### src/rtl/snn_pkg.sv
// ============================================================================
// Module : snn_pkg
// Brief  : Shared state encoding for the SNN run controllers.
// Rev    : 1.0  initial release
// ============================================================================
`default_nettype none

package snn_pkg;

    localparam int STATE_W = 2;

    typedef enum logic [STATE_W-1:0] {
        SNN_IDLE  = 2'd0,
        SNN_CLEAR = 2'd1,
        SNN_RUN   = 2'd2,
        SNN_STORE = 2'd3
    } snn_state_e;

    localparam logic [STATE_W-1:0] ST_IDLE  = SNN_IDLE;
    localparam logic [STATE_W-1:0] ST_CLEAR = SNN_CLEAR;
    localparam logic [STATE_W-1:0] ST_RUN   = SNN_RUN;
    localparam logic [STATE_W-1:0] ST_STORE = SNN_STORE;

endpackage

`default_nettype wire

### src/rtl/snn_up_counter.sv
// ============================================================================
// Module : snn_up_counter
// Brief  : Up counter with synchronous clear, enable and terminal-value flag.
// Rev    : 1.0  initial release
// ============================================================================
`default_nettype none

module snn_up_counter #(
    parameter int WIDTH = 8
) (
    input  logic             clk,
    input  logic             rst,
    input  logic             clr,
    input  logic             en,
    input  logic [WIDTH-1:0] max_val,
    output logic [WIDTH-1:0] count,
    output logic             at_max
);

    logic [WIDTH-1:0] r_count;

    // Clear has priority so a phase restart never sees a stale increment.
    always_ff @(posedge clk or posedge rst) begin
        if (rst) begin
            r_count <= '0;
        end else if (clr) begin
            r_count <= '0;
        end else if (en) begin
            r_count <= r_count + WIDTH'(1);
        end
    end

    assign count  = r_count;
    assign at_max = (r_count == max_val);

endmodule

`default_nettype wire

### src/rtl/snn_core_sequencer.sv
// ============================================================================
// Module : snn_core_sequencer
// Brief  : Inference run controller: clear, N handshaked timesteps, store sweep.
// Rev    : 1.0  initial release
// ============================================================================
`default_nettype none

module snn_core_sequencer
    import snn_pkg::*;
#(
    parameter int NUM_OUTPUTS = 10,
    parameter int SIM_TIME_W  = 16,
    parameter int OUT_W       = (NUM_OUTPUTS > 1) ? $clog2(NUM_OUTPUTS) : 1
) (
    input  logic                  clk,
    input  logic                  rst,
    input  logic                  network_start,
    input  logic                  abort,
    input  logic [SIM_TIME_W-1:0] cfg_sim_time,
    input  logic                  cfg_continuous,
    input  logic                  network_step_done,
    output logic                  network_rst,
    output logic                  network_en,
    output logic [SIM_TIME_W-1:0] sim_time,
    output logic [OUT_W-1:0]      output_idx,
    output logic                  output_we,
    output logic                  busy,
    output logic                  done,
    output logic                  run_done,
    output logic                  aborted
);

    localparam logic [OUT_W-1:0] c_last_idx = OUT_W'(NUM_OUTPUTS - 1);

    logic [STATE_W-1:0]    r_state;
    logic [STATE_W-1:0]    w_next;
    logic [SIM_TIME_W-1:0] r_tsteps;
    logic                  r_cont;
    logic                  r_run_done;
    logic                  r_aborted;

    logic                  w_idle;
    logic                  w_clear;
    logic                  w_run;
    logic                  w_store;
    logic                  w_sim_last;
    logic                  w_idx_last;
    logic                  w_last_step;
    logic [SIM_TIME_W-1:0] w_cfg_tsteps;
    logic [SIM_TIME_W-1:0] w_tsteps_max;

    assign w_idle  = (r_state == ST_IDLE);
    assign w_clear = (r_state == ST_CLEAR);
    assign w_run   = (r_state == ST_RUN);
    assign w_store = (r_state == ST_STORE);

    assign w_cfg_tsteps = (cfg_sim_time == '0) ? SIM_TIME_W'(1) : cfg_sim_time;
    assign w_tsteps_max = r_tsteps - SIM_TIME_W'(1);
    assign w_last_step  = w_run && network_step_done && w_sim_last;

    always_comb begin
        w_next = r_state;
        case (r_state)
            ST_IDLE:  if (network_start) w_next = ST_CLEAR;
            ST_CLEAR: w_next = abort ? ST_IDLE : ST_RUN;
            ST_RUN: begin
                if (abort)
                    w_next = ST_IDLE;
                else if (network_step_done && w_sim_last)
                    w_next = ST_STORE;
            end
            ST_STORE: begin
                if (abort)
                    w_next = ST_IDLE;
                else if (w_idx_last)
                    w_next = r_cont ? ST_CLEAR : ST_IDLE;
            end
            default: w_next = ST_IDLE;
        endcase
    end

    always_ff @(posedge clk or posedge rst) begin
        if (rst) begin
            r_state    <= ST_IDLE;
            r_tsteps   <= '0;
            r_cont     <= 1'b0;
            r_run_done <= 1'b0;
            r_aborted  <= 1'b0;
        end else begin
            r_state    <= w_next;
            r_run_done <= w_store && w_idx_last && !abort;
            r_aborted  <= abort && !w_idle;
            // Config is frozen for the whole run, including continuous restarts.
            if (w_idle && network_start) begin
                r_tsteps <= w_cfg_tsteps;
                r_cont   <= cfg_continuous;
            end
        end
    end

    snn_up_counter #(
        .WIDTH   (SIM_TIME_W)
    ) u_sim_cnt (
        .clk     (clk),
        .rst     (rst),
        .clr     (w_clear),
        .en      (w_run && network_step_done && !w_sim_last && !abort),
        .max_val (w_tsteps_max),
        .count   (sim_time),
        .at_max  (w_sim_last)
    );

    snn_up_counter #(
        .WIDTH   (OUT_W)
    ) u_idx_cnt (
        .clk     (clk),
        .rst     (rst),
        .clr     (w_last_step && !abort),
        .en      (w_store && !w_idx_last && !abort),
        .max_val (c_last_idx),
        .count   (output_idx),
        .at_max  (w_idx_last)
    );

    assign network_rst = w_clear && !abort;
    assign network_en  = w_run && !network_step_done && !abort;
    assign output_we   = w_store && !abort;
    assign done        = w_idle;
    assign busy        = !w_idle;
    assign run_done    = r_run_done;
    assign aborted     = r_aborted;

endmodule

`default_nettype wire
### config.mk
export PLATFORM = sky130hd
export DESIGN_NAME = snn_core_sequencer
export DESIGN_NICKNAME = d
export VERILOG_FILES = /design/src/rtl/snn_pkg.sv /design/src/rtl/snn_up_counter.sv /design/src/rtl/snn_core_sequencer.sv
export SDC_FILE = /design/constraint.sdc
export NUM_CORES = 1
export LEC_CHECK = 0
export ABC_AREA = 1
export CAP_MARGIN = 10
export CORE_MARGIN = 1
export CORE_UTILIZATION = 50
export DETAILED_ROUTE_END_ITERATION = 10
export PLACE_DENSITY_LB_ADDON = 0.3
export SLEW_MARGIN = 20
export SYNTH_ARGS = -nofsm -noshare
export SYNTH_HDL_FRONTEND = slang
export SYNTH_HIERARCHICAL = 1
export SYNTH_SLANG_ARGS = --single-unit
export TNS_END_PERCENT = 50
### constraint.sdc
create_clock -name clk -period 3.6 [get_ports clk]
set_input_delay 1.08 -clock clk [delete_from_list [all_inputs] [get_ports clk]]
set_output_delay 1.08 -clock clk [all_outputs]
set_load 0.02 [all_outputs]
==> run_results.csv, run 1 <==
group,metric,value,unit
routing,drcViolationCount,0,
setup_path,rr_endpoint,"u_sim_cnt/count[9]",
yosys,synth_edf_count,0,
routing,drt-vias-per-instance,4.879,
pwr,vdd_drop_max,426.7,uV
floorplan,row_count,27,
routing,wl_per_cell,11.29,um
setup_path,r2r_start,"r_tsteps[0]",
global_route,grt_pass1_vias,2522,
yosys,netlist_area,2879,um2
placed_design,hpwl,4654,um
pwr,power_density,620.6,nW/um2
setup_path,worst_path_max_delay_cell,"clkdlybuf4s50_1",
routing,num_vias,2610,
pwr,power.leakage,1.625,nW
sta,hold_viol_final,0,
setup_path,arrival,2430,ps
global_route,grt_pass1_wl,10740,um
setup_path,cp.required,2520,ps
yosys,ys_types,31,
yosys,syn-mean-instance-area,7.126,um2
setup_path,path_class,"input pin to output port",
floorplan,die_h,77.88,um
hold_path,hold_depth,2,
yosys,synthTopCellsByCount,"nand2_1, nor2_1, inv_1, dfrtp_1, nand3_1",
clock_network,post_cts_buffers,0,
setup_path,cp_max_fo,5,
sta,setup-violations-final,0,
floorplan,dieArea,6065,um2
routing,route.final.wire_length,6042,um
global_route,antenna_found_initial,0,
yosys,yosys_warnings,6,
pwr,p_total,2.194,mW
yosys,synth.most_common_cell,"nand2_1",
setup_path,worstSetupStartpointType,"input pin",
routing,dr.pass1.iters,4,
setup_path,rr_worst_depth,21,
yosys,ys_seq_elements,41,
setup_path,crit_path_frequent_cell,"clkdlybuf4s50_1",
yosys,synthTopCellsByArea,"dfrtp_1, nand2_1, nor2_1",
yosys,synth_flop_cell,"dfrtp_1",
yosys,synth.top_cell.area_share,0.3564,
layout,syn2layout_area_growth,22.77,%
clock_network,cts_resized,0,
sta,clock_skew,7.363,ps
floorplan,pin_count,49,
clock_network,htreeDepth,2,
hold_path,hp-start,"r_cont",
clock_network,cts_made_buffers,5,
layout,fillers,493,
sta,slew-limit-headroom,0.4780,
hold_path,hold-path-endpoint,"r_cont",
sta,slew_viol_final,0,
placed_design,numPortBuffers,48,
global_route,grt-ovfl-total,0,
floorplan,die_w,77.88,um
sta,fin_crit,3511,ps
placed_design,gp_congestion,0.8635,
global_route,grt_max_degree,29,
sta,rsz0062_at_grt,"no",
clock_network,cts-root-buf,"clkbuf_8",
yosys,synthArstFlopShare,1.000,
sta,clock.fmax,284.8,MHz
clock_network,clkSlewWorstSetupHoldPaths,80,ps
yosys,seq_area_frac_synth,0.3564,
floorplan,core,5540,um2
setup_path,ff2ff_setup_slack,700,ps
clock_network,cts_buffer_depth,2,
sta,period_share,0.9752,
layout,fin_nets,487,
setup_path,worst_setup_path_end_kind,"output port",
sta,worstMarginPinSlew,782.1,ps
yosys,syn-instance-count,404,
layout,diodes,0,
status,status,"complete, no violations",
setup_path,critical_path.cell_chain,"clkdlybuf4s50_1 -> inv_1 -> nand2_1 -> nor2_1 -> clkdlybuf4s50_1",
yosys,yosysTopAreaCell,"dfrtp_1",
routing,drt_iter0_drc,123,
run,drv_cap,0,
clock_network,postCtsHoldBufs,0,
layout,drive_above_1_share,0.1447,
routing,antenna_left,0,
setup_path,cpPeakStageDelay,600,ps
floorplan,start_util,0.5196,
global_route,grt_use_total,0.2257,
clock_network,clock-sinks,41,
hold_path,min_path_type,"flop to flop",
sta,fin_tns_setup,0,ps
clock_network,clk_latency,300,ps
clock_network,cts_tree,"yes",
-- final cells by class --
cell class,instances,area [um2],share of cell area
clock inverters,2,13.76,0.003894
flip-flops and latches,41,1026,0.2903
inverters,53,206.4,0.05841
repair buffers,51,503.0,0.1423
clock buffers,6,82.58,0.02336
multi-input cells,310,1613,0.4563
well taps,72,90.09,0.02549
-- where the power goes --
| part | switching [mW] | leakage (nW) | internal [mW] |
|---|---|---|---|
| clock | 0.170 | 0.0512 | 0.156 |
| sequential | 0.144 | 0.535 | 0.592 |
| combinational | 0.677 | 1.04 | 0.456 |
| total | 0.991 | 1.62 | 1.20 |
-- registers in the layout, indices dropped and copies added (netlist names) --
signal	flops
aborted	1
r_cont	1
r_state	2
r_tsteps	16
run_done	1
u_idx_cnt/count	4
u_sim_cnt/count	16
-- logic make-up (layout without fill, tap and decap cells) --
kind of cell | Yosys count | after routing | share of synthesized area
buf+inv | 56 | 112 | 0.08735
simple gates | 246 | 246 | 0.3937
xor+xnor | 23 | 23 | 0.06997
fa+ha+maj | 3 | 3 | 0.01304
compound gates | 33 | 33 | 0.07692
flops | 41 | 41 | 0.3564
other cells | 2 | 5 | 0.002609
-- worst max path at each step --
stage / startpoint / to / slack (ps) / cells after the start
6_report: abort / network_en / 90 / 5
5_1_grt: abort / network_en / 2 / 5
4_1_cts: abort / network_en / 80 / 5
3_5_place_dp: abort / network_en / 100 / 5
3_3_place_gp: abort / network_en / 100 / 5
2_1_floorplan: abort / network_rst / 960 / 1
-- layer usage --
layer  global-route usage  vias up  part of all wire
li1                     -     1367                 -
met3              0.05647        7             0.049
met5                    0        -                 0
met4              0.06981        0             0.011
met1               0.2745     1175              0.46
met2               0.3903       61              0.48
-- cell usage in the layout, fill, tap and decap left out --
cell,n
a211oi_1,2
a21boi_1,1
a21oi_1,9
a31oi_1,1
buf_4,3
clkbuf_8,6
clkdlybuf4s50_1,48
clkinv_2,1
clkinv_4,1
conb_1,5
dfrtp_1,41
ha_1,3
inv_1,49
inv_2,3
inv_8,1
nand2_1,108
nand2_2,20
nand2_4,3
nand3_1,22
nand3b_1,2
nand4_1,3
nor2_1,67
nor2_2,6
nor2_4,8
nor3_1,3
nor3b_2,1
o21ai_0,7
o21ai_1,1
o21ai_2,11
o21bai_2,1
or2_1,1
or2_2,2
xnor2_1,16
xor2_1,7
-- metrics by stage --
step / utilization / cell area [um2] / setup slack [ps] / std cells / hold slack [ps]
floorplan: - / 2890 / 955.4 / 407 / 491.1
global route: 0.6380 / 3535 / 1.633 / 535 / 567.7
detailed placement: 0.6206 / 3438 / 97.74 / 527 / 535.7
CTS: 0.6380 / 3535 / 82.90 / 535 / 555.3
global placement: 0.6206 / 3438 / 100.5 / 527 / 510.3
finish: 0.6380 / 3535 / 89.11 / 535 / 555.6
-- worst max-delay path, delay by kind of cell --
kind                   cells  cell delay, ps
buffers and inverters      3            1180
AND/OR/NAND/NOR            2             160
No activity file was read; power rests on OpenSTA's default activity.
==> run 2, diff against run 1 <==
SLEW_MARGIN = unset   (was 20)
SYNTH_HIERARCHICAL = unset   (was 1)
==> run_results.csv, run 2 <==
group,metric,value,unit
status,status,"complete, no violations",
setup_path,arrival,2410,ps
clock_network,clock-sinks,41,
layout,fillers,524,
yosys,yosys_warnings,0,
routing,wl_per_cell,12.34,um
routing,drt-vias-per-instance,5.210,
pwr,power_frac_comb,0.482,
routing,drt_iter0_drc,110,
sta,rsz0062_at_grt,"no",
clock_network,htreeDepth,2,
hold_path,min_path_type,"flop to flop",
pwr,power.leakage,1.810,nW
global_route,grt_pass1_wl,11300,um
yosys,synthTopCellsByArea,"dfrtp_1, nand2_1, inv_1",
run,drv_cap,0,
setup_path,worstSetupStartpointType,"input pin",
clock_network,clkSlewWorstSetupHoldPaths,80,ps
routing,num_vias,2735,
yosys,synth_flop_cell,"dfrtp_1",
yosys,synth.most_common_cell,"nand2_1",
setup_path,crit_buf_inv,3,
sta,slew_viol_final,0,
floorplan,row_count,27,
pwr,power_density,627.0,nW/um2
layout,layout_common_cells,"nand2_1, inv_1, clkdlybuf4s50_1",
floorplan,dieArea,5965,um2
layout,regArea,1026,um2
sta,slew-limit-headroom,0.6542,
floorplan,die_w,77.24,um
setup_path,path_class,"input pin to output port",
pwr,p_int,1.235,mW
setup_path,critical_path.cell_chain,"clkdlybuf4s50_1 -> buf_4 -> nor2_1 -> clkdlybuf4s50_1",
setup_path,cp.required,2520,ps
routing,drcViolationCount,0,
setup_path,crit_path_frequent_cell,"clkdlybuf4s50_1",
layout,design_area,3512,um2
pwr,vdd_drop_max,392.8,uV
setup_path,worst_path_max_delay_cell,"clkdlybuf4s50_1",
yosys,netlist_area,2830,um2
layout,syn2layout_area_growth,24.09,%
clock_network,cts_buffer_depth,2,
yosys,ys_seq_elements,41,
floorplan,pin_count,49,
floorplan,start_util,0.5171,
floorplan,die_h,77.24,um
global_route,antenna_found_initial,0,
clock_network,cts-root-buf,"clkbuf_8",
layout,drive_above_1_share,0.06402,
global_route,grt_use_total,0.2366,
routing,antenna_left,0,
sta,clock.fmax,286.8,MHz
sta,hold_viol_final,0,
setup_path,worst_setup_path_end_kind,"output port",
sta,worstMarginPinSlew,518.7,ps
sta,fin_crit,3487,ps
pwr,p_sw,966.7,uW
yosys,syn-instance-count,401,
sta,setup-violations-final,0,
global_route,grt_pass1_vias,2605,
placed_design,numPortBuffers,48,
sta,fin_tns_setup,0,ps
yosys,synthTopCellsByCount,"nand2_1, inv_1, dfrtp_1, nand3_1, nor2_1",
routing,dr.pass1.iters,4,
sta,clock_skew,7.197,ps
setup_path,cp_top_family,"buffers and inverters",
global_route,grt-ovfl-total,0,
setup_path,crit_cells,4,
global_route,grt_max_degree,42,
yosys,seq_area_frac_synth,0.3625,
yosys,syn_nets,427,
clock_network,clk_latency,300,ps
setup_path,cp_max_fo,5,
floorplan,core,5473,um2
hold_path,hold_depth,2,
clock_network,cts_made_buffers,5,
clock_network,postCtsHoldBufs,0,
routing,route.final.wire_length,6481,um
setup_path,cp-startpoint,"abort",
placed_design,hpwl,4967,um
pwr,p_seq_frac,0.344,
yosys,syn-mean-instance-area,7.058,um2
clock_network,cts_tree,"yes",
setup_path,cpPeakStageDelay,620,ps
pwr,pwr-share-clk,0.174,
yosys,synthArstFlopShare,1.000,
placed_design,placed_area,3393,um2
hold_path,hp-start,"r_cont",
yosys,synth.top_cell.area_share,0.3625,
pwr,sw_frac_of_total,0.4390,
layout,layout_commonest_cell,"nand2_1",
setup_path,rr_worst_depth,14,
layout,diodes,0,
yosys,yosysTopAreaCell,"dfrtp_1",
placed_design,gp_congestion,0.8537,
yosys,synth_edf_count,0,
sta,period_share,0.9686,
yosys,ys_types,28,
layout,multi_input_area,1545,um2
layout,fin_nets,478,
setup_path,r2r_start,"r_tsteps[0]",
-- run 2: cell types whose count changed after synthesis, sizes merged, moves of 2 or more --
cell / previous run / this run
xnor2: 16 / 6
nor3: 3 / 6
nand2: 131 / 126
a21oi: 9 / 0
nor2: 81 / 39
nand3: 22 / 41
nor4: 0 / 8
clkbuf: 0 / 6
conb: 2 / 0
o21ai: 19 / 11
inv: 53 / 55
xor2: 7 / 21
nand4: 3 / 24
-- run 2: final timing paths --
path,endpoint,slack [ps]
setup / recovery,output_we,110
hold / removal,r_cont,520
setup reg to reg,u_sim_cnt.count[0],1330
hold reg to reg,r_cont,520
max in group asynchronous,u_sim_cnt.count[5],2030
min in group asynchronous,r_cont,1200
-- run 2: power by group through the flow --
stage,Combinational [mW],Sequential [mW],Clock (mW)
after floorplan,0.756,0.753,0
after global placement,1.03,0.759,0
after detailed placement,1.06,0.762,0
after CTS,1.07,0.757,0.392
after global routing,1.21,0.779,0.412
final,1.06,0.757,0.383
-- run 2: logic make-up after synthesis --
logic type               share of synthesized area
AO/OA/AOI/OAI                              0.02741
XOR/XNOR                                   0.09151
adder cells (fa/ha/maj)                    0.01768
buffers and inverters                      0.09151
flip-flops                                  0.3625
AND/OR/NAND/NOR                             0.4094
-- run 2: final cells by class --
class,instances,share of cell area
multi-input cells,295,0.4400
flip-flops and latches,41,0.2921
repair buffers,54,0.1503
inverters,55,0.05878
well taps,72,0.02565
clock buffers,7,0.02458
clock inverters,1,0.008550
-- run 2: per-stage QoR --
step	power (mW)	hold slack (ps)	util	setup WS [ps]	std cells
floorplan	1.509	436.7	-	920.5	401
global placement	1.794	499.9	0.6200	68.85	517
detailed placement	1.823	504.5	0.6200	57.09	517
CTS	2.215	526.9	0.6413	44.39	525
global route	2.399	562.3	0.6417	66.52	525
finish	2.202	515.7	0.6417	113.2	525
-- run 2: worst register-to-register path, stage by stage (launching register included) --
cell and delay, ps:
dfrtp_1 390, inv_1 160, ha_1 300, nand2_2 140, nor2_2 160, nand2_1 70
nand2_1 50, nand2_1 50, nor2_1 90, nand2_1 90, nor2_4 120, nand3_4 200
nand2_4 230, nand3_1 90, nand2_1 70
-- run 2: routing by layer --
layer,vias up,track usage,wire length (um)
met3,6,0.03929,258
li1,1389,-,-
met2,54,0.4230,3279
met4,0,0.06415,62
met1,1286,0.2914,2881
met5,-,0,0
-- run 2: timing repair --
action | in CTS | in global routing
resized for setup | 0 | 1
setup endpoints to repair | 0 | 1
setup buffers | 0 | 0
==> run 3, diff against run 2 <==
HOLD_SLACK_MARGIN = 0.08   (was unset)
==> results of run 3 <==
No change in the layout: final DEF, timing and power equal those of run 2.
